[src/rtl/alu_arbiter_pkg.sv]
`default_nettype none
// ============================================================================
// Module  : alu_pkg
// Brief   : Shared ALU op codes, flag bit positions and arbiter FSM encoding.
// Revision: 1.0 - initial release
// ============================================================================
package alu_pkg;

  typedef logic [3:0] alu_ctrl_t;
  typedef logic [3:0] alu_flags_t;

  localparam alu_ctrl_t OP_ADD  = 4'b0000;
  localparam alu_ctrl_t OP_SUB  = 4'b0001;
  localparam alu_ctrl_t OP_EQ   = 4'b0010;
  localparam alu_ctrl_t OP_NEQ  = 4'b0011;
  localparam alu_ctrl_t OP_AND  = 4'b0100;
  localparam alu_ctrl_t OP_OR   = 4'b0101;
  localparam alu_ctrl_t OP_ADDM = 4'b0110;
  localparam alu_ctrl_t OP_XOR  = 4'b0111;
  localparam alu_ctrl_t OP_SLL  = 4'b1000;
  localparam alu_ctrl_t OP_SRL  = 4'b1001;
  localparam alu_ctrl_t OP_SRA  = 4'b1010;
  localparam alu_ctrl_t OP_SLTU = 4'b1100;
  localparam alu_ctrl_t OP_SLT  = 4'b1111;

  localparam int FLAG_ZERO  = 0;
  localparam int FLAG_SIGN  = 1;
  localparam int FLAG_CARRY = 3;

  localparam logic [1:0] S_IDLE = 2'd0;
  localparam logic [1:0] S_EXEC = 2'd1;
  localparam logic [1:0] S_RESP = 2'd2;

endpackage
`default_nettype wire

[src/rtl/alu_arbiter_if.sv]
`default_nettype none
// ============================================================================
// Module  : alu_arbiter_if
// Brief   : One requester's request/response channel pair toward the arbiter.
// Revision: 1.0 - initial release
// ============================================================================
interface alu_arbiter_if #(
  parameter int N = 32
);
  import alu_pkg::*;

  logic           req_valid;
  logic           req_ready;
  logic [N-1:0]   req_a;
  logic [N-1:0]   req_b;
  alu_ctrl_t      req_ctrl;
  logic           rsp_valid;
  logic           rsp_ready;
  logic [N-1:0]   rsp_result;
  alu_flags_t     rsp_flags;

  modport master (
    output req_valid, req_a, req_b, req_ctrl, rsp_ready,
    input  req_ready, rsp_valid, rsp_result, rsp_flags
  );

  modport slave (
    input  req_valid, req_a, req_b, req_ctrl, rsp_ready,
    output req_ready, rsp_valid, rsp_result, rsp_flags
  );
endinterface
`default_nettype wire

[src/rtl/alu_arbiter_rr_arb2.sv]
`default_nettype none
// ============================================================================
// Module  : rr_arb2
// Brief   : Two-way round-robin arbiter producing a one-hot grant.
// Revision: 1.0 - initial release
// ============================================================================
module rr_arb2 (
  input  wire logic [1:0] valid,
  input  wire logic       last_grant,
  output logic      [1:0] grant
);
  // Under contention the port that did not win last time takes the grant.
  assign grant[0] = valid[0] & (~valid[1] |  last_grant);
  assign grant[1] = valid[1] & (~valid[0] | ~last_grant);
endmodule
`default_nettype wire

[src/rtl/alu_arbiter.sv]
`default_nettype none
// ============================================================================
// Module  : alu_arbiter
// Brief   : Round-robin sharing of one external ALU between two requesters.
// Revision: 1.0 - initial release
// ============================================================================
module alu_arbiter
  import alu_pkg::*;
#(
  parameter int N = 32
) (
  input  wire logic         clk,
  input  wire logic         rst,
  alu_arbiter_if.slave      p0,
  alu_arbiter_if.slave      p1,
  output logic [N-1:0]      alu_a,
  output logic [N-1:0]      alu_b,
  output alu_ctrl_t         alu_ctrl,
  input  wire logic [N-1:0] alu_result,
  input  wire alu_flags_t   alu_flags
);

  logic [1:0]   r_state;
  logic         r_last_grant;
  logic         r_owner;
  logic [N-1:0] r_op_a;
  logic [N-1:0] r_op_b;
  alu_ctrl_t    r_op_ctrl;
  logic [N-1:0] r_res;
  alu_flags_t   r_flags;

  logic [1:0]   w_grant;
  logic         w_idle;
  logic         w_accept;
  logic         w_rsp_ready;

  rr_arb2 u_arb (
    .valid      ({p1.req_valid, p0.req_valid}),
    .last_grant (r_last_grant),
    .grant      (w_grant)
  );

  // Ready is held low while reset is asserted even though the FSM sits in IDLE.
  assign w_idle       = (r_state == S_IDLE) && !rst;
  assign w_accept     = w_idle && (w_grant != 2'b00);
  assign p0.req_ready = w_idle & w_grant[0];
  assign p1.req_ready = w_idle & w_grant[1];

  assign p0.rsp_valid  = (r_state == S_RESP) && !r_owner;
  assign p1.rsp_valid  = (r_state == S_RESP) &&  r_owner;
  assign p0.rsp_result = r_res;
  assign p1.rsp_result = r_res;
  assign p0.rsp_flags  = r_flags;
  assign p1.rsp_flags  = r_flags;
  assign w_rsp_ready   = r_owner ? p1.rsp_ready : p0.rsp_ready;

  assign alu_a    = r_op_a;
  assign alu_b    = r_op_b;
  assign alu_ctrl = r_op_ctrl;

  always_ff @(posedge clk) begin
    if (rst) begin
      r_state      <= S_IDLE;
      r_last_grant <= 1'b1;
      r_owner      <= 1'b0;
      r_op_a       <= '0;
      r_op_b       <= '0;
      r_op_ctrl    <= '0;
      r_res        <= '0;
      r_flags      <= '0;
    end else begin
      case (r_state)
        S_IDLE: begin
          if (w_accept) begin
            r_op_a       <= w_grant[1] ? p1.req_a    : p0.req_a;
            r_op_b       <= w_grant[1] ? p1.req_b    : p0.req_b;
            r_op_ctrl    <= w_grant[1] ? p1.req_ctrl : p0.req_ctrl;
            r_owner      <= w_grant[1];
            r_last_grant <= w_grant[1];
            r_state      <= S_EXEC;
          end
        end
        S_EXEC: begin
          r_res   <= alu_result;
          r_flags <= alu_flags;
          r_state <= S_RESP;
        end
        S_RESP: begin
          if (w_rsp_ready) begin
            r_state <= S_IDLE;
          end
        end
        default: r_state <= S_IDLE;
      endcase
    end
  end

endmodule
`default_nettype wire
[src/flat_wrapper.sv]
// flat-port wrapper written by rule: the top's interface ports become plain ports
module alu_arbiter_flat import alu_pkg::*;
#(
  parameter int N = 32
)
  (clk, rst, alu_a, alu_b, alu_ctrl, alu_result, alu_flags, p0_req_valid, p0_req_a, p0_req_b, p0_req_ctrl, p0_rsp_ready, p0_req_ready, p0_rsp_valid, p0_rsp_result, p0_rsp_flags, p1_req_valid, p1_req_a, p1_req_b, p1_req_ctrl, p1_rsp_ready, p1_req_ready, p1_rsp_valid, p1_rsp_result, p1_rsp_flags);
  alu_arbiter_if #(.N(N)) p0_i ();
  alu_arbiter_if #(.N(N)) p1_i ();
  input  wire logic clk;
  input  wire logic rst;
  output logic [N-1:0] alu_a;
  output logic [N-1:0] alu_b;
  output alu_ctrl_t alu_ctrl;
  input  wire logic [N-1:0] alu_result;
  input  wire alu_flags_t alu_flags;
  input wire logic [$bits(p0_i.req_valid)-1:0] p0_req_valid;
  input wire logic [$bits(p0_i.req_a)-1:0] p0_req_a;
  input wire logic [$bits(p0_i.req_b)-1:0] p0_req_b;
  input wire logic [$bits(p0_i.req_ctrl)-1:0] p0_req_ctrl;
  input wire logic [$bits(p0_i.rsp_ready)-1:0] p0_rsp_ready;
  output wire logic [$bits(p0_i.req_ready)-1:0] p0_req_ready;
  output wire logic [$bits(p0_i.rsp_valid)-1:0] p0_rsp_valid;
  output wire logic [$bits(p0_i.rsp_result)-1:0] p0_rsp_result;
  output wire logic [$bits(p0_i.rsp_flags)-1:0] p0_rsp_flags;
  input wire logic [$bits(p1_i.req_valid)-1:0] p1_req_valid;
  input wire logic [$bits(p1_i.req_a)-1:0] p1_req_a;
  input wire logic [$bits(p1_i.req_b)-1:0] p1_req_b;
  input wire logic [$bits(p1_i.req_ctrl)-1:0] p1_req_ctrl;
  input wire logic [$bits(p1_i.rsp_ready)-1:0] p1_rsp_ready;
  output wire logic [$bits(p1_i.req_ready)-1:0] p1_req_ready;
  output wire logic [$bits(p1_i.rsp_valid)-1:0] p1_rsp_valid;
  output wire logic [$bits(p1_i.rsp_result)-1:0] p1_rsp_result;
  output wire logic [$bits(p1_i.rsp_flags)-1:0] p1_rsp_flags;
  assign p0_i.req_valid = p0_req_valid;
  assign p0_i.req_a = p0_req_a;
  assign p0_i.req_b = p0_req_b;
  assign p0_i.req_ctrl = p0_req_ctrl;
  assign p0_i.rsp_ready = p0_rsp_ready;
  assign p0_req_ready = p0_i.req_ready;
  assign p0_rsp_valid = p0_i.rsp_valid;
  assign p0_rsp_result = p0_i.rsp_result;
  assign p0_rsp_flags = p0_i.rsp_flags;
  assign p1_i.req_valid = p1_req_valid;
  assign p1_i.req_a = p1_req_a;
  assign p1_i.req_b = p1_req_b;
  assign p1_i.req_ctrl = p1_req_ctrl;
  assign p1_i.rsp_ready = p1_rsp_ready;
  assign p1_req_ready = p1_i.req_ready;
  assign p1_rsp_valid = p1_i.rsp_valid;
  assign p1_rsp_result = p1_i.rsp_result;
  assign p1_rsp_flags = p1_i.rsp_flags;
  alu_arbiter #(.N(N)) u_core (.clk(clk), .rst(rst), .p0(p0_i), .p1(p1_i), .alu_a(alu_a), .alu_b(alu_b), .alu_ctrl(alu_ctrl), .alu_result(alu_result), .alu_flags(alu_flags));
endmodule
[config.mk]
export PLATFORM = sky130hd
export DESIGN_NAME = alu_arbiter_flat
export DESIGN_NICKNAME = d
export VERILOG_FILES = /design/src/rtl/alu_arbiter_pkg.sv /design/src/rtl/alu_arbiter_if.sv /design/src/rtl/alu_arbiter_rr_arb2.sv /design/src/rtl/alu_arbiter.sv /design/src/flat_wrapper.sv
export SDC_FILE = /design/constraint.sdc
export NUM_CORES = 1
export LEC_CHECK = 0
export BUFFER_PORTS_ARGS = -buffer_cell sky130_fd_sc_hd__buf_2
export CORE_AREA = 2 2 125 127
export CTS_CLUSTER_SIZE = 16
export DETAILED_ROUTE_END_ITERATION = 12
export DIE_AREA = 0 0 127 129
export PLACE_DENSITY = 0.65
export SYNTH_ARGS = -nofsm -noshare
export SYNTH_HDL_FRONTEND = slang
export SYNTH_SLANG_ARGS = --single-unit
export TNS_END_PERCENT = 20
[constraint.sdc]
create_clock -name clk -period 3.1 [get_ports clk]
set_input_delay 0.465 -clock clk [delete_from_list [all_inputs] [get_ports clk]]
set_output_delay 0.465 -clock clk [all_outputs]
set_load 0.1 [all_outputs]
# Yosys cells after proc, flatten, opt, wreduce, memory -nomap -nowiden

Index checks and enable logic that the tools add are counted.

Logic and storage cells: 38
Output and inout port bits: 144
Bits in latches: 0
Register bits: 108
Memory bits (read-only): 0
Bits in writable memories: 0
Input bits: 178
Memories: 0

Multiplexer cells: 7
Bitwise logic cells: 9
Divide/modulo/power cells: 0
Order comparisons: 0
Eq/ne operators: 4
Multiply operators: 0
Shift-type cells: 0
Add/sub/neg operators: 0
Reduce and logical (&&, ||, !) cells: 10

Operators by type and width:

| operator                                       | count |
|---|---|
| two-way mux 32 bit                             | 2 |
| case mux 2 bit (3 select lines)                | 1 |
| bitwise AND 1 bit                              | 4 |
| logical AND 1 bit                              | 4 |
| two-way mux 2 bit                              | 2 |
| two-way mux 4 bit                              | 1 |
| != test 2 x 1 -> 1 bit (second input constant) | 2 |
| AND reduction 2 bit                            | 2 |
| inverter 1 bit                                 | 3 |
| == test 2 x 1 -> 1 bit (second input constant) | 1 |
| == test 2 bit (second input constant)          | 1 |
| zero test 1 bit                                | 2 |
| zero test 2 bit                                | 1 |
| OR 1 bit                                       | 2 |
| nonzero test 2 bit                             | 1 |
| two-way mux 1 bit                              | 1 |

# Longest topological paths before layout

Gate-level depths: netlist (run 1).

Depth after elaboration: 7
Gate-level depth with buffers: 7

# By module

From an unflattened synthesis (run 1), not the netlist that was laid out.

Cell total of the unflattened synthesis: 526
Area, all modules: 4,818.4 µm²

Modules (own cells, without submodules):

| module      | instances | cells an instance | seq. area each (µm²) | area an instance (µm²) |
|---|---|---|---|---|
| alu_arbiter | 1         | 523               | 2,162.1              | 4,799.6 |
| rr_arb2     | 1         | 3                 | 0.0                  | 18.8 |

# Worst setup path before layout (run 1)

OpenSTA, ideal clock, no wires.

Kind: in2out
Start: input p0_req_valid
End: output p0_req_ready
Data required time: 2.635 ns
Path slack: -0.586 ns
Arrival time: 3.221 ns
Stages: 4
Cells stage by stage: or3b_1 > buf_2 > clkbuf_1 > nor3_1

Cells in the longest elaborated chain, start to end: 2

RTL lines:

| element           | RTL line                  | RTL |
|---|---|---|
| from (decl)       | flat_wrapper.sv:16        | `input wire logic [$bits(p0_i.req_valid)-1:0] p0_req_valid;` |
| bitwise AND 1 bit | alu_arbiter_rr_arb2.sv:13 | `assign grant[0] = valid[0] & (~valid[1] \| last_grant);` |
| bitwise AND 1 bit | alu_arbiter.sv:46         | `assign p0.req_ready = w_idle & w_grant[0];` |
| to (decl)         | flat_wrapper.sv:21        | `output wire logic [$bits(p0_i.req_ready)-1:0] p0_req_ready;` |

No other way between the ends.

# Final worst setup path (run 1)

Start: register u_core.r_state[1]
End: output p0_req_ready

Cells in the longest elaborated chain, start to end: 3

RTL lines:

| element                | RTL line          | RTL |
|---|---|---|
| from (decl)            | alu_arbiter.sv:23 | `logic [1:0] r_state;` |
| from (signal assigned) | alu_arbiter.sv:63 | `r_state <= S_IDLE;` |
| from (signal assigned) | alu_arbiter.sv:80 | `r_state <= S_EXEC;` |
| from (signal assigned) | alu_arbiter.sv:86 | `r_state <= S_RESP;` |
| zero test 2 bit        | alu_arbiter.sv:44 | `assign w_idle = (r_state == S_IDLE) && !rst;` |
| logical AND 1 bit      | alu_arbiter.sv:44 |  |
| bitwise AND 1 bit      | alu_arbiter.sv:46 |  |

No other way between the ends.

==> metrics.md, run 1 <==
| Metric | Value |
|---|---|
| Outcome | `finished clean` |
| Worst reg2reg path startpoint | `u_core.r_state[1]$_SDFFE_PP0P_` |
| DP HPWL | `roughly 11000 µm` |
| Cell count after synthesis | `between 600 and 700` |
| CTS Hold Buffers Added | `0` |
| Clk Latency, worst-skew pair | `0.35 ns` |
| Iter 0 DRT Violations | `192` |
| Crit path from | `u_core.r_state[1]$_SDFFE_PP0P_` |
| Vias | `around 5400` |
| Mapped cell area | `5050 µm²` |
| Hold slack | `0.3441 ns` |
| Clk slew on worst S/H paths | `approximately 0.080 ns` |
| Filler cell count | `~1600` |
| Post-CTS setup repair buffer count | `0` |
| Worst Reg-to-Reg Cells | `4` |
| Syn_nets | `793` |
| Met1 usage in global routing | `23.24%` |
| Vias in the first global route | `5238` |
| # setup viols final | `0` |
| Initial antenna violation count | `5` |
| I/O Buffers | `321` |
| Final Max Tran Viols | `0` |
| Avg WL per Cell | `approximately 16 µm` |
| Critical path class | `register to output port` |
| WP data required | `~2.6 ns` |
| Post-place setup slack | `0.9068 ns` |
| Final clock skew | `0.01483 ns` |
| Worst setup SP type | `register` |
| Register bit total from synthesis | `108` |
| Max cap viols | `0` |
| Register area share after synthesis | `42.81%` |
| Via density per instance | `~5` |
| Total routing usage reported by global routing | `20.39%` |
| Initial DRT Pass Iterations | `4` |
| Tcrit/Tclk final | `76.28%` |
| RSZ-0062 raised after global routing | `false` |
| Num rows | `45` |
| Crit path max fanout | `10` |
| PwrDens | `733.5 nW/µm²` |
| Total gr overflow | `0` |
| Core area | `14980 µm²` |
| Largest net degree at the start of global routing | `77` |
| Die Footprint | `about 16000 µm²` |
| Area leader, netlist | `dfxtp_1` |
| Htree depth | `3` |
| WL final | `17240 µm` |
| First-pass GRT wire length | `26660 µm` |
| Post-synthesis area per instance | `8.211 µm²` |
| Commonest non-fill, non-tap cell in the layout | `buf_2` |
| Number of buffers created by CTS | `9` |
| Worst setup margin | `0.7352 ns` |
| Hold Vio Cnt, Final | `0` |
| CTS root buf | `clkbuf_16` |
| CTS tree | `done` |
| GPL Wtd Cong | `about 0.78` |
| Post-synth top area share | `about 43%` |
| I/O pins | `322` |
| Die H | `roughly 130 µm` |
| Tmin final | `about 2.4 ns` |
| Layout cell share with drive strength beyond 1 | `between 40% and 50%` |
| Initial Util | `between 30% and 40%` |
| Post-DRT Antenna Nets | `0` |
| Setup TNS | `0 ns` |
| Critical path endpoint category | `output port` |
| Unique masters post-synth | `23` |
| Layout area overhead | `33.37%` |
| DRC Markers | `0` |
| Fmax | `approximately 0.42 GHz` |
| LEAKAGE | `0.003045 µW` |
| Met2 Use GR | `a little over a third` |
| Global Route met3 Usage | `6.320%` |
| Slew headroom | `34.94%` |
| Die Span X | `127 µm` |
| Clock Tree Buf Depth | `2` |
| Most frequent cells in the layout | `320 x buf_2, 108 x dfxtp_1, 106 x a21oi_1, 75 x nand2_1` |
| Worst min-delay path class | `input pin to register` |
| Worst slew pin tran | `0.9759 ns` |
| Total Power | `4940 µW` |
| Top cells by area, synth | `dfxtp_1 43%, a21oi_1 11%, nor4_1 8.4%` |
| Busiest grt layer | `met2` |
| Register Area | `2162 µm²` |
| Peak supply drop | `0.3269 mV` |
| YS warnings | `0` |
| Clock sink count | `approximately 110` |
| Reg2reg end | `u_core.alu_a[22]$_SDFFE_PP0P_` |
| CP Data Arrival Time | `approximately 1.9 ns` |
| Multi-input logic area | `2335 µm²` |
| Flop2flop setup slack | `1.04 ns` |
| Nets | `1030` |
| # resized after CTS | `0` |
| CP Capture Point | `p0_req_ready` |
[worst min-delay path by stage]
| stage | slack (ns) | to | from | cells past startpoint |
|---|---|---|---|---|
| 5_1_grt | 0.34 | u_core.p0.rsp_result[13]$_SDFFE_PP0N_ | alu_result[13] | 3 |
| 3_5_place_dp | 0.46 | u_core.p0.rsp_result[8]$_SDFFE_PP0N_ | u_core.p0.rsp_result[8]$_SDFFE_PP0N_ | 2 |
| 4_1_cts | 0.33 | u_core.p0.rsp_result[10]$_SDFFE_PP0N_ | alu_result[10] | 3 |
| 2_1_floorplan | 0.47 | u_core.r_owner$_SDFFE_PP0P_ | u_core.r_owner$_SDFFE_PP0P_ | 2 |
| 6_report | 0.34 | u_core.p0.rsp_result[12]$_SDFFE_PP0N_ | alu_result[12] | 3 |
| 3_3_place_gp | 0.45 | u_core.p0.rsp_result[1]$_SDFFE_PP0N_ | u_core.p0.rsp_result[1]$_SDFFE_PP0N_ | 2 |
[worst max-delay path, stage by stage (launching register included)]
cell and delay (ns):
dfxtp_1 0.41, or3b_2 0.53, nor3_2 0.15, buf_2 0.46
[per-layer routing]
layer | vias to the layer above | share of wire [%]
met1 | 2480 | 40
met3 | 27 | 8.2
met4 | 2 | 2.1
met2 | 250 | 50
li1 | 2634 | -
met5 | - | 0.075
[state kept, by name (all words and copies together) (netlist names)]
signal and count:
u_core.alu_a 32, u_core.alu_b 32, u_core.p0.rsp_result 32, u_core.alu_ctrl 4, u_core.p0.rsp_flags 4, u_core.r_state 2
u_core.r_last_grant 1, u_core.r_owner 1
[synthesized netlist by cell type]
cell type / instances
and3b_1: 1
or2_2: 1
or3b_1: 2
buf_1: 1
clkbuf_2: 1
dfxtp_1: 108
nand2b_1: 2
nor4_1: 68
nor3b_2: 20
mux2i_1: 1
clkbuf_1: 47
nand3b_1: 1
o32ai_1: 1
nor2_1: 2
buf_2: 14
nor3_1: 69
a21oi_1: 106
nor2_2: 1
nor2b_1: 2
buf_4: 37
nor3b_1: 50
buf_6: 4
nand2_1: 76
[layout make-up]
class	instances	area share, %
clock inverters	4	0.8174
clock buffers	12	3.660
diodes	5	0.1858
repair buffers	330	25.08
well taps	188	3.492
flip-flops and latches	108	32.10
multi-input cells	403	34.66
[cells by family (layout without fill, tap and decap cells)]
logic type / after synthesis / in the layout / share of synthesized area [%]
compound gates: 107 / 107 / 10.68
buf+inv: 104 / 346 / 11.45
flops: 108 / 108 / 42.81
mux: 1 / 1 / 0.1982
other cells: 0 / 5 / 0
simple gates: 295 / 295 / 34.86
[where the power goes]
part	internal, µW	total, µW	leakage, µW	switching (µW)
Combinational	394	2120	0.00201	1720
Clock	657	1200	0.000144	539
Sequential	1540	1630	0.000893	88.5
Total	2590	4940	0.00304	2350
[stage by stage]
stage | utilization [%] | instance area, µm² | instances
3_5_place_dp | 42.87 | 6421 | 1029
6_report | 44.97 | 6735 | 1050
4_1_cts | 44.89 | 6723 | 1045
2_1_floorplan | - | 5055 | 615
5_1_grt | 44.92 | 6728 | 1047
3_3_place_gp | 42.87 | 6421 | 1029
(Power assumes the default switching activity.)
==> run 2, diff against run 1 <==
==> constraint.sdc (replaced) <==
create_clock -name clk -period 2.4 [get_ports clk]
set_input_delay 0.36 -clock clk [delete_from_list [all_inputs] [get_ports clk]]
set_output_delay 0.36 -clock clk [all_outputs]
set_load 0.1 [all_outputs]
==> run 2 against run 1 <==
Sequential power is 29% higher. Sequential share of layout area fell by 0.36 points. Utilization rose by 0.51 points. Critical path type unchanged.
==> metrics.md, run 2 (same netlist as run 1, synthesis figures left out) <==
| Metric | Value |
|---|---|
| Outcome | `finished clean` |
| Worst min-delay path class | `input pin to register` |
| Total gr overflow | `0 (unchanged)` |
| CP Data Arrival Time | `1.76 ns (-0.14 ns)` |
| Worst reg2reg path startpoint | `u_core.r_state[1]$_SDFFE_PP0P_` |
| Fmax | `roughly 0.47 GHz` |
| Tcrit/Tclk final | `88.42%` |
| Initial DRT Pass Iterations | `4 (unchanged)` |
| CTS root buf | `clkbuf_16` |
| I/O Buffers | `321 (unchanged)` |
| First-pass GRT wire length | `27110 µm (+1.7%)` |
| Crit path from | `u_core.r_state[1]$_SDFFE_PP0P_` |
| Number of buffers created by CTS | `9 (unchanged)` |
| Commonest non-fill, non-tap cell in the layout | `buf_2` |
| Clock sink count | `108 (unchanged)` |
| Clock Tree Buf Depth | `2 (unchanged)` |
| Worst setup SP type | `register` |
| Vias | `5363 (-0.56%)` |
| GPL Wtd Cong | `0.8172 (+5.1%)` |
| Critical path endpoint category | `output port` |
| Setup TNS | `0 ns (unchanged)` |
| Hold wc startpoint | `alu_result[6]` |
| Slew headroom | `55.34% (+20 points)` |
| Die Span X | `127 µm (unchanged)` |
| Initial Util | `33.72% (unchanged)` |
| Final Max Tran Viols | `0 (unchanged)` |
| Peak supply drop | `0.4208 mV (+29%)` |
| LEAKAGE | `0.003082 µW (+1.2%)` |
| Filler cell count | `1562 (+0.19%)` |
| DP HPWL | `11740 µm (+3.7%)` |
| Nets | `1035 (+0.49%)` |
| Cell chain of the critical path | `or3b_2 -> nor3_2 -> buf_12` |
| Max cap viols | `0 (unchanged)` |
| Total routing usage reported by global routing | `20.51% (+0.11 points)` |
| Worst setup margin | `0.2780 ns (-0.4572 ns)` |
| Clk Latency, worst-skew pair | `0.35 ns (about the same)` |
| Vias in the first global route | `5245 (+0.13%)` |
| Initial antenna violation count | `0 (-5)` |
| WP data required | `2.04 ns (-0.59 ns)` |
| Critical path class | `register to output port` |
| Post-layout util | `45.48% (+0.51 points)` |
| Via density per instance | `5.112 (-0.46%)` |
| CTS tree | `done` |
| Layout area overhead | `34.89%` |
| Iter 0 DRT Violations | `225 (+17%)` |
| Crit path max fanout | `10 (unchanged)` |
| Most frequent cells in the layout | `318 x buf_2, 108 x dfxtp_1, 106 x a21oi_1, 75 x nand2_1` |
| Post-place setup slack | `0.5370 ns (-0.3698 ns)` |
| Slowest cell on the critical path | `or3b_2` |
| I/O pins | `322 (unchanged)` |
| Hold Vio Cnt, Final | `0 (unchanged)` |
| Worst slew pin tran | `0.6699 ns (-0.3060 ns)` |
| Placement Cell Area | `6519 µm² (+1.5%)` |
| WL final | `17220 µm (-0.16%)` |
| Final clock skew | `0.007631 ns (-0.007204 ns)` |
| # resized after CTS | `0 (unchanged)` |
| Die H | `129 µm (unchanged)` |
| RSZ-0062 raised after global routing | `false` |
| Diode count | `0 (-5)` |
| Num rows | `45 (unchanged)` |
| CTS Hold Buffers Added | `0 (unchanged)` |
| PwrDens | `934.4 nW/µm² (+27%)` |
| Crit-path max cell delay | `0.55 ns (+0.02 ns)` |
| Post-DRT Antenna Nets | `0 (unchanged)` |
| Largest net degree at the start of global routing | `84 (+9.1%)` |
| Design Area, Final | `6812 µm² (+1.1%)` |
| DRC Markers | `0 (unchanged)` |
| Core area | `14980 µm² (unchanged)` |
| Htree depth | `3 (unchanged)` |
| Post-CTS setup repair buffer count | `0 (unchanged)` |
| # setup viols final | `0 (unchanged)` |
| Tmin final | `roughly 2.1 ns` |
| Die Footprint | `16380 µm² (unchanged)` |
| Layout cell share with drive strength beyond 1 | `43.90% (+0.50 points)` |
| Clk slew on worst S/H paths | `0.07 ns (about the same)` |
| Avg WL per Cell | `16.41 µm (about the same)` |
==> run 2: changes by cell type in the layout (fill, tap and decap cells not counted), sizes merged <==
cell,before,now
clkinvlp,1,2
clkbuf,12,11
inv,2,0
diode,5,0
buf,330,335
clkinv,0,1
==> run 2: metrics by stage <==
stage / cells / power (µW) / hold slack (ns)
final: 1049 / 6365 / 0.2469
after CTS: 1049 / 6431 / 0.2301
after global routing: 1049 / 6637 / 0.2428
after detailed placement: 1034 / 4923 / 0.4583
after floorplan: 615 / 4428 / 0.4767
after global placement: 1034 / 4917 / 0.4514
==> run 2: layout make-up <==
cell class	count	area (µm²)	area share, %
tap	188	235.2	3.453
clock inverter	4	50.05	0.7348
multi-input combinational	403	2340	34.35
timing repair buffer	335	1782	26.16
clock buffer	11	242.7	3.564
sequential	108	2162	31.74
==> run 2: power breakdown <==
| group | switching, µW | internal, µW | leakage [µW] |
|---|---|---|---|
| clock | 660 | 831 | 0.000138 |
| combinational | 2240 | 532 | 0.00205 |
| sequential | 113 | 1990 | 0.000893 |
==> run 2: critical path: cells and delay by family (launching register included) <==
kind / cells / cell delay (ns)
flops: 1 / 0.41
buf+inv: 1 / 0.21
simple gates: 2 / 0.80
==> run 2: metal layers <==
layer	vias to the layer above	wire length [µm]	part of all wire [%]	GRT usage, %
met3	26	1376	8.0	5.613
li1	2632	-	-	-
met5	-	0	0	0
met2	225	8371	49	35.83
met4	0	364	2.1	7.628
met1	2480	7104	41	24.16
==> run 2: worst paths after layout <==
check / to / slack [ns] / depth (start not counted)
worst max-delay path: p0_req_ready / 0.28 / 3
worst min-delay path: u_core.p0.rsp_result[6]$_SDFFE_PP0N_ / 0.25 / 3
worst max register to register: u_core.alu_b[28]$_SDFFE_PP0P_ / 0.68 / 4
worst min register to register: u_core.p0.rsp_flags[0]$_SDFFE_PP0N_ / 0.46 / 2
==> run 3, diff against run 2 <==
--- a/config.mk
+++ b/config.mk
@@ -5,12 +5,13 @@
 export SDC_FILE = /design/constraint.sdc
 export NUM_CORES = 1
 export LEC_CHECK = 0
+export ABC_AREA = 1
 export BUFFER_PORTS_ARGS = -buffer_cell sky130_fd_sc_hd__buf_2
-export CORE_AREA = 2 2 125 127
+export CORE_AREA = 2 2 126 128
 export CTS_CLUSTER_SIZE = 16
 export DETAILED_ROUTE_END_ITERATION = 12
-export DIE_AREA = 0 0 127 129
-export PLACE_DENSITY = 0.65
+export DIE_AREA = 0 0 128 130
+export PLACE_DENSITY = 0.67
 export SYNTH_ARGS = -nofsm -noshare
 export SYNTH_HDL_FRONTEND = slang
 export SYNTH_SLANG_ARGS = --single-unit
==> run 3 against run 2 <==
Clock power barely moved. Die area rose by 1.6%. First-iteration DRC count fell by 8.4%. Sequential cell count did not move. Clock skew fell by 0.00085 ns. Synthesized cell count rose by 44%. Register-to-register slack improved by 0.20 ns. Sequential share of layout area fell by 1.8 points. Total power rose by 3.6%. Highest routed layer unchanged.
==> metrics.md, run 3 <==
| Metric | Value |
|---|---|
| Post-DRT Antenna Nets | `0 (unchanged)` |
| RSZ-0062 raised after global routing | `false` |
| Worst slew pin tran | `0.6327 ns (-0.03715 ns)` |
| Initial DRT Pass Iterations | `4 (unchanged)` |
| Iter 0 DRT Violations | `206 (-8.4%)` |
| Fin cells | `1335 (+27%)` |
| Nets | `1316 (+27%)` |
| CTS Hold Buffers Added | `0 (unchanged)` |
| CP Data Arrival Time | `1.59 ns (-0.17 ns)` |
| PwrDens | `914.8 nW/µm² (-2.1%)` |
| EDFF count, synth | `0 (unchanged)` |
| Via density per instance | `4.413 (-14%)` |
| Top cells by area, synth | `dfxtp_1 39%, nand2_1 19%, nor2_1 14%` |
| Tmin final | `1.952 ns (-0.1699 ns)` |
| Clk Latency, worst-skew pair | `0.34 ns (about the same)` |
| Outcome | `finished clean` |
| Flop2flop setup slack | `0.88 ns (+0.20 ns)` |
| Synth Area in XOR/XNOR | `0% (unchanged)` |
| First-pass GRT wire length | `24520 µm (-9.6%)` |
| Die Footprint | `16640 µm² (+1.6%)` |
| Die H | `130 µm (+0.78%)` |
| Slowest cell on the critical path | `buf_2` |
| Post-CTS setup repair buffer count | `0 (unchanged)` |
| Avg WL per Cell | `12.15 µm (-26%)` |
| Filler cell count | `1669 (+6.9%)` |
| Post-synthesis adder-cell area fraction | `0% (unchanged)` |
| Die Span X | `128 µm (+0.79%)` |
| DRC Markers | `0 (unchanged)` |
| Layout area overhead | `30.89%` |
| Register bit total from synthesis | `108 (unchanged)` |
| Dpl cells | `1319 (+28%)` |
| Mapped cell area | `5509 µm² (+9.1%)` |
| Peak supply drop | `0.3294 mV (-22%)` |
| Final clock skew | `0.006776 ns (-0.0008550 ns)` |
| Final Max Tran Viols | `0 (unchanged)` |
| Crit path max fanout | `3 (-7)` |
| Number of buffers created by CTS | `9 (unchanged)` |
| Max cap viols | `0 (unchanged)` |
| Num rows | `46 (+2.2%)` |
| Most frequent cells after synthesis | `279 x nand2_1, 211 x nor2_1, 108 x dfxtp_1` |
| Vias | `5892 (+9.9%)` |
| Hold Vio Cnt, Final | `0 (unchanged)` |
| Post-synth top area share | `39.25% (-3.6 points)` |
| FFs w/ async S/R, synth | `0% (unchanged)` |
| Clk slew on worst S/H paths | `0.07 ns (about the same)` |
| Unique masters post-synth | `17 (-26%)` |
| Syn_nets | `1061 (+34%)` |
| WL final | `16220 µm (-5.8%)` |
| Largest family of logic cells by synthesized area | `simple AND/OR/NAND/NOR gates` |
| Most common cell in the netlist | `nand2_1` |
| Largest net degree at the start of global routing | `64 (-24%)` |
| Setup TNS | `0 ns (unchanged)` |
| # setup viols final | `0 (unchanged)` |
| Post-synthesis compound-gate area fraction | `3.452% (-7.2 points)` |
| I/O Buffers | `321 (unchanged)` |
| Clock Tree Buf Depth | `2 (unchanged)` |
| Worst setup SP type | `register` |
| Commonest register cell after synthesis | `dfxtp_1` |
| Vias in the first global route | `5072 (-3.3%)` |
| Worst min-delay path class | `input pin to register` |
| Total routing usage reported by global routing | `18.43% (-2.1 points)` |
| Initial Util | `35.72% (+2.0 points)` |
| Diode count | `0 (unchanged)` |
| Register area share after synthesis | `39.25% (-3.6 points)` |
| # resized after CTS | `0 (unchanged)` |
| Htree depth | `3 (unchanged)` |
| Initial antenna violation count | `0 (unchanged)` |
| Multiplexer share of the synthesized area | `0% (-0.20 points)` |
| Most frequent cells in the layout | `320 x buf_2, 279 x nand2_1, 211 x nor2_1, 108 x dfxtp_1, 75 x inv_1` |
| Simple logic cell fraction of the synthesized area | `40.65% (+5.8 points)` |
| Critical path endpoint category | `output port` |
| CTS tree | `done` |
| Crit-path max cell delay | `0.43 ns (-0.12 ns)` |
| Clock sink count | `108 (unchanged)` |
| Core area | `15420 µm² (+3.0%)` |
| Area leader, netlist | `dfxtp_1` |
| Total gr overflow | `0 (unchanged)` |
| LEAKAGE | `0.004359 µW (+41%)` |
| Cell chain of the critical path | `nor3_4 -> nand2_1 -> inv_1 -> buf_2` |
| Layout cell share with drive strength beyond 1 | `31.41% (-12 points)` |
| Post-synthesis area per instance | `6.239 µm² (-24%)` |
| CTS root buf | `clkbuf_16` |
| Slew headroom | `57.76% (+2.4 points)` |
| Fmax | `0.5123 GHz (+8.7%)` |
| Commonest non-fill, non-tap cell in the layout | `buf_2` |
| Cell count after synthesis | `883 (+44%)` |
| DP HPWL | `11950 µm (+1.8%)` |
| YS warnings | `0 (unchanged)` |
| GPL Wtd Cong | `0.8079 (-1.1%)` |
| I/O pins | `322 (unchanged)` |
| Critical path class | `register to output port` |
| WP data required | `2.04 ns (about the same)` |
| Tcrit/Tclk final | `81.34% (-7.1 points)` |
run 3: cell types whose count changed in the layout (fill, tap and decap cells not counted), sizes merged, moves of 3 or more:
cell,delta
nor4,-68
nor3,-68
a21oi,-104
nor2,+208
nor3b,-70
o21ai,+36
clkinv,+3
nand2,+206
nand3,+73
inv,+81
run 3: per-layer routing:
layer	up-vias	share of wire [%]	wire length, µm	GRT usage (%)
met4	0	1.5	245	6.270
met3	15	7.1	1151	4.633
met2	200	50	8034	33.56
met5	-	0	0	0
li1	3119	-	-	-
met1	2558	42	6784	21.13
run 3: cell type report:
type                            instances  area [µm²]  area share, %
Clock inverter                          7       75.07          1.041
Timing Repair Buffer                  335        1777          24.64
Multi-Input combinational cell        605        2435          33.77
Clock buffer                            9       225.2          3.123
Tap cell                              192       240.2          3.332
Inverter                               79       296.5          4.112
Sequential cell                       108        2162          29.98
run 3: stage by stage:
step / setup slack [ns] / hold slack, ns / total power (µW) / util (%) / cell area, µm²
after floorplan: 0.2120 / 0.4291 / 4709 / - / 5509
after global placement: 0.5182 / 0.4795 / 5127 / 44.80 / 6910
after detailed placement: 0.4872 / 0.4888 / 5138 / 44.80 / 6910
after CTS: 0.4166 / 0.2268 / 6670 / 46.75 / 7211
after global routing: 0.3325 / 0.2396 / 6912 / 46.75 / 7211
final: 0.4479 / 0.2416 / 6596 / 46.75 / 7211
run 3: kinds of logic (layout without fill, tap and decap cells):
group | after synthesis | in the layout
DFF | 108 | 108
buffers and inverters | 170 | 430
AOI/OAI and AO/OA | 38 | 38
and+or+nand+nor | 567 | 567
run 3: worst paths after layout:
kind	end	start	cells after the start
setup reg to reg	u_core.alu_b[17]$_SDFFE_PP0P_	u_core.r_last_grant$_SDFFE_PP1P_	8
hold reg to reg	u_core.p0.rsp_result[1]$_SDFFE_PP0N_	u_core.p0.rsp_result[1]$_SDFFE_PP0N_	2
hold / removal	u_core.r_state[1]$_SDFFE_PP0P_	rst	2
setup / recovery	p0_req_ready	u_core.r_state[1]$_SDFFE_PP0P_	4
run 3: report_power, final:
part	internal, µW	total [µW]	leakage, µW	switching (µW)
sequential	1980	2090	0.000891	110
clock	818	1510	0.000150	695
combinational	520	2990	0.00332	2470
total	3320	6600	0.00436	3270
run 3: worst max-delay path, delay by kind of cell, from the launching register on:
family / cells / cell delay, ns
buffers and inverters: 2 / 0.50
DFF: 1 / 0.34
and+or+nand+nor: 2 / 0.41
